**src/rtl/combo_input_sequencer.sv**
```systemverilog
// Replays one of four hard-coded button combos as timed press/gap pulses.
// Every output is registered; the decode runs on the next-state values, so pulses align with state.
module combo_input_sequencer #(
  parameter int unsigned PRESS_CYCLES = 4,
  parameter int unsigned GAP_CYCLES   = 4,
  parameter int unsigned CNT_W        = 16
) (
  input  logic       clk,
  input  logic       reset,
  input  logic       start,
  input  logic [1:0] combo_sel,
  input  logic       abort,
  output logic       up,
  output logic       down,
  output logic       left,
  output logic       right,
  output logic       attack,
  output logic       block,
  output logic       busy,
  output logic       done
);

  typedef enum logic [1:0] {StIdle, StPress, StGap, StDone} state_e;

  // Button one-hot ordering: {up, down, left, right, attack, block}.
  localparam logic [5:0] BtnUp     = 6'b100000;
  localparam logic [5:0] BtnDown   = 6'b010000;
  localparam logic [5:0] BtnLeft   = 6'b001000;
  localparam logic [5:0] BtnRight  = 6'b000100;
  localparam logic [5:0] BtnAttack = 6'b000010;
  localparam logic [5:0] BtnBlock  = 6'b000001;

  localparam logic [CNT_W-1:0] PressLast = CNT_W'(PRESS_CYCLES - 1);
  localparam logic [CNT_W-1:0] GapLast   = CNT_W'(GAP_CYCLES - 1);

  function automatic logic [5:0] step_btns(input logic [1:0] sel, input logic [1:0] step);
    logic [5:0] b;
    b = '0;
    unique case (sel)
      2'd0: begin
        unique case (step)
          2'd0:    b = BtnLeft;
          2'd1:    b = BtnDown;
          2'd2:    b = BtnRight;
          default: b = BtnAttack;
        endcase
      end
      2'd1: begin
        unique case (step)
          2'd0:    b = BtnDown;
          2'd1:    b = BtnRight;
          default: b = BtnAttack;
        endcase
      end
      2'd2: begin
        unique case (step)
          2'd0:    b = BtnRight;
          2'd1:    b = BtnDown;
          2'd2:    b = BtnLeft;
          default: b = BtnAttack;
        endcase
      end
      default: begin
        unique case (step)
          2'd0:    b = BtnDown;
          2'd1:    b = BtnDown;
          2'd2:    b = BtnBlock;
          default: b = BtnAttack;
        endcase
      end
    endcase
    return b;
  endfunction

  function automatic logic [1:0] last_step(input logic [1:0] sel);
    return (sel == 2'd1) ? 2'd2 : 2'd3;
  endfunction

  state_e           state_q, state_d;
  logic [1:0]       sel_q, sel_d;
  logic [1:0]       step_q, step_d;
  logic [CNT_W-1:0] cnt_q, cnt_d;
  logic [5:0]       btns_q, btns_d;
  logic             busy_q, busy_d;
  logic             done_q, done_d;

  always_comb begin
    state_d = state_q;
    sel_d   = sel_q;
    step_d  = step_q;
    cnt_d   = cnt_q;
    unique case (state_q)
      // DONE also accepts start so a replay can launch at the edge ending the done pulse.
      StIdle, StDone: begin
        step_d = '0;
        cnt_d  = '0;
        if (start && !abort) begin
          state_d = StPress;
          sel_d   = combo_sel;
        end else begin
          state_d = StIdle;
        end
      end
      StPress: begin
        if (abort) begin
          state_d = StIdle;
          step_d  = '0;
          cnt_d   = '0;
        end else if (cnt_q == PressLast) begin
          state_d = StGap;
          cnt_d   = '0;
        end else begin
          cnt_d = cnt_q + CNT_W'(1);
        end
      end
      StGap: begin
        if (abort) begin
          state_d = StIdle;
          step_d  = '0;
          cnt_d   = '0;
        end else if (cnt_q == GapLast) begin
          cnt_d = '0;
          if (step_q == last_step(sel_q)) begin
            state_d = StDone;
          end else begin
            state_d = StPress;
            step_d  = step_q + 2'd1;
          end
        end else begin
          cnt_d = cnt_q + CNT_W'(1);
        end
      end
      default: state_d = StIdle;
    endcase

    btns_d = (state_d == StPress) ? step_btns(sel_d, step_d) : 6'b0;
    busy_d = (state_d == StPress) || (state_d == StGap);
    done_d = (state_d == StDone);
  end

  always_ff @(posedge clk) begin
    if (reset) begin
      state_q <= StIdle;
      sel_q   <= '0;
      step_q  <= '0;
      cnt_q   <= '0;
      btns_q  <= '0;
      busy_q  <= 1'b0;
      done_q  <= 1'b0;
    end else begin
      state_q <= state_d;
      sel_q   <= sel_d;
      step_q  <= step_d;
      cnt_q   <= cnt_d;
      btns_q  <= btns_d;
      busy_q  <= busy_d;
      done_q  <= done_d;
    end
  end

  assign {up, down, left, right, attack, block} = btns_q;
  assign busy = busy_q;
  assign done = done_q;

endmodule

```
**config.mk**
```make
export PLATFORM = sky130hd
export DESIGN_NAME = combo_input_sequencer
export DESIGN_NICKNAME = d
export VERILOG_FILES = /design/src/rtl/combo_input_sequencer.sv
export SDC_FILE = /design/constraint.sdc
export NUM_CORES = 1
export LEC_CHECK = 0
export ABC_AREA = 1
export CAP_MARGIN = 20
export CORE_ASPECT_RATIO = 0.7
export CORE_MARGIN = 5
export CORE_UTILIZATION = 60
export CTS_CLUSTER_DIAMETER = 100
export DETAILED_ROUTE_END_ITERATION = 10
export GPL_ROUTABILITY_DRIVEN = 0
export HOLD_SLACK_MARGIN = 0.15
export PLACE_DENSITY = 0.83
export SLEW_MARGIN = 40
export SYNTH_ARGS = -nofsm -noshare
export SYNTH_HDL_FRONTEND = slang
export SYNTH_SLANG_ARGS = --single-unit
```
**constraint.sdc**
```tcl
create_clock -name clk -period 3.5 [get_ports clk]
set_input_delay 0.7 -clock clk [delete_from_list [all_inputs] [get_ports clk]]
set_output_delay 0.7 -clock clk [all_outputs]
set_load 0.01 [all_outputs]
```
==> results.sh <==
export IMPL_dp_cells=254
export IMPL_grt_pass1_wl_mm=5.38
export IMPL_ir_worst_vdd_mv=0.291
export IMPL_num_rows=15
export IMPL_finalCoreUtilization_pct=71.3
export IMPL_slew_viol_final=0
export IMPL_postCtsHoldBufs=0
export IMPL_gr_usage_met3_pct=6.76
export IMPL_dp_slack_ns=1.19
export IMPL_drtIter0Drc=54
export IMPL_ys_seq_area_share_pct=39.3
export IMPL_finalCritPeriodShare_pct=61.8
export IMPL_grt_ovfl_total=0
export IMPL_clk_pin_slew_worst_paths_ns=0.09
export IMPL_synth_compound_area_share_pct=10.9
export IMPL_grt_met1_usage_pct=22.3
export IMPL_synthCells=210
export IMPL_finalPower_mw=0.672
export IMPL_syn_nets=221
export IMPL_cts_htree_levels=2
export IMPL_slowest_delay_ns=0.38
export IMPL_cts_buffers=5
export IMPL_crit_path_end_kind="register"
export IMPL_use_met2_pct=32.9
export IMPL_final_cells=262
export IMPL_status="finished clean"
export IMPL_drive_gt1_share_pct=11.4
export IMPL_ys_types=30
export IMPL_synth_top_family_by_area="simple AND/OR/NAND/NOR gates"
export IMPL_critical_path_arrival_ns=2.42
export IMPL_critPathSlowestCell="dfxtp_1"
export IMPL_cts_resized=0
export IMPL_synth_fa_ha_area_share_pct=4.24
export IMPL_placed_area_mm2=0.00163
export IMPL_synthArstFlopShare_pct=0
export IMPL_crit_type="reg -> reg"
export IMPL_cts_path_max_buffers=2
export IMPL_finalInstanceArea_mm2=0.00171
export IMPL_synth_warnings=0
export IMPL_die_h_um=51.5
export IMPL_grt_pass1_vias=1229
export IMPL_powerDensity_mw_per_mm2=392
export IMPL_ys_ff_latch=29
export IMPL_syn_area_mm2=0.00148
export IMPL_final_common_cell="nand2_1"
export IMPL_n_antenna_cell=0
export IMPL_grt_max_degree=10
export IMPL_dp_hpwl_mm=2.29
export IMPL_cts_tree="yes"
export IMPL_num_vias=1307
export IMPL_fmax_ghz=0.463
export IMPL_min_period_ns=2.16
export IMPL_crit_top_cell="nand2_1"
export IMPL_hold_violations=0
export IMPL_cp_required_ns=3.76
export IMPL_insertion_delay_ns=0.35
export IMPL_worstSetupStartpointType="register"
export IMPL_fin_skew_ns=0.00277
export IMPL_final_nets=238
export IMPL_drtPass1Iterations=5
export IMPL_post_cts_buffers=0
export IMPL_coreArea_mm2=0.00240
export IMPL_power_leakage_nw=0.709
export IMPL_drc=0
export IMPL_initial_core_util_pct=61.5
export IMPL_setup_viol=0
export IMPL_via_per_inst=4.99
export IMPL_cts_root_buf="clkbuf_4"
export IMPL_path_cells="ha_1 -> inv_1 -> nor2_1 -> nand2_1 -> nor2_4 -> nand2_2 -> a31o_2 -> nand2_1 -> nand2_1 -> ha_1 -> nand2_1 -> nor2_1 -> nand2_1 -> inv_1 -> nand2_1 -> nor2_2"
export IMPL_port_buffers=12
export IMPL_layout_common_cells="nand2_1 (41), inv_1 (34), nor2_1 (33)"
export IMPL_hold_class="reg -> reg"
export IMPL_critPathMaxFanout=5
export IMPL_synth_xor_area_share_pct=1.78
export IMPL_area_growth_pct=16.0
export IMPL_holdWs_ns=0.474
export IMPL_io_pins=14
export IMPL_wl_per_cell_um=12.0
export IMPL_tns_ns=0
export IMPL_synthMuxAreaShare_pct=0
export IMPL_antenna_left=0
export IMPL_die_w_um=69.3
export IMPL_clkSinkCount=29
export IMPL_synthSimpleGateAreaFrac_pct=33.8
export IMPL_syn_avg_cell_area_um2=7.03
export IMPL_wl_mm=3.13
export IMPL_antenna_found_initial=0
export IMPL_drv_cap=0
export IMPL_top_usage_layer="met2"
export IMPL_rsz0062_at_grt="false"
export IMPL_synth_ff_type="dfxtp_1"
export IMPL_dieArea_mm2=0.00357
export IMPL_synth_edff_count=0
export IMPL_finalWorstSetupSlack_ns=1.34
export IMPL_grt_total_usage_pct=19.7
## path summary, 6_finish.rpt
path                       start                   end  slack [ns]  depth (start not counted)
min          cnt_q[0]$_SDFF_PP0_   cnt_q[0]$_SDFF_PP0_        0.47                          1
max          cnt_q[0]$_SDFF_PP0_  btns_q[2]$_SDFF_PP0_        1.34                         16
min reg2reg  cnt_q[0]$_SDFF_PP0_   cnt_q[0]$_SDFF_PP0_        0.47                          1
max reg2reg  cnt_q[0]$_SDFF_PP0_  btns_q[2]$_SDFF_PP0_        1.34                         16
## sequential cells by signal, summed over array words and instances, names as in the netlist
register  count
cnt_q        16
busy          1
step_q        2
sel_q         2
state_q       2
done          1
btns_q        5
## worst max-delay path, delay by kind of cell (launching register included)
family | cells | cell delay [ns]
adders and majority gates | 2 | 0.41
AOI/OAI and AO/OA | 1 | 0.22
DFF | 1 | 0.38
and+or+nand+nor | 11 | 0.97
buffers and inverters | 2 | 0.09
## layout make-up
| cell class | count | area, um2 |
|---|---|---|
| fillers | 211 | 689 |
| multi-input cells | 144 | 753 |
| clock inverters | 1 | 30.0 |
| repair buffers | 12 | 120 |
| inverters | 35 | 131 |
| well taps | 34 | 42.5 |
| flip-flops and latches | 29 | 581 |
| clock buffers | 7 | 55.1 |
## metal layers
layer  part of all wire (%)  vias to the layer above
li1                       -                      689
met1                     45                      573
met2                     47                       32
met3                    5.3                       13
met4                    2.9                        0
met5                      0                        -
## cell families (layout without fill, tap and decap cells)
logic type,count (synthesis),after routing
adders and majority gates,5,5
and+or+nand+nor,107,107
xor gates and xnor gates,3,3
other,1,1
buffers and inverters,37,55
AOI/OAI and AO/OA,28,28
DFF,29,29
## Yosys cell counts (all sizes together), types with 2 or more instances
master  instances  area share (%)
nor2           37              10
nand2          46              13
nand4           3             1.3
o21ai          11             4.2
ha              5             4.2
nor3            7             3.8
inv            35             8.9
xnor2           2             1.2
a21oi          15             5.6
nand3          12             4.4
dfxtp          29              39
## power breakdown
part           switching (mW)  internal (mW)  leakage [nW]
sequential            0.00194          0.333         0.234
combinational          0.0262         0.0171         0.429
clock                   0.123          0.170        0.0455
total                   0.151          0.521         0.709
Power figures use the tool's default switching activity.
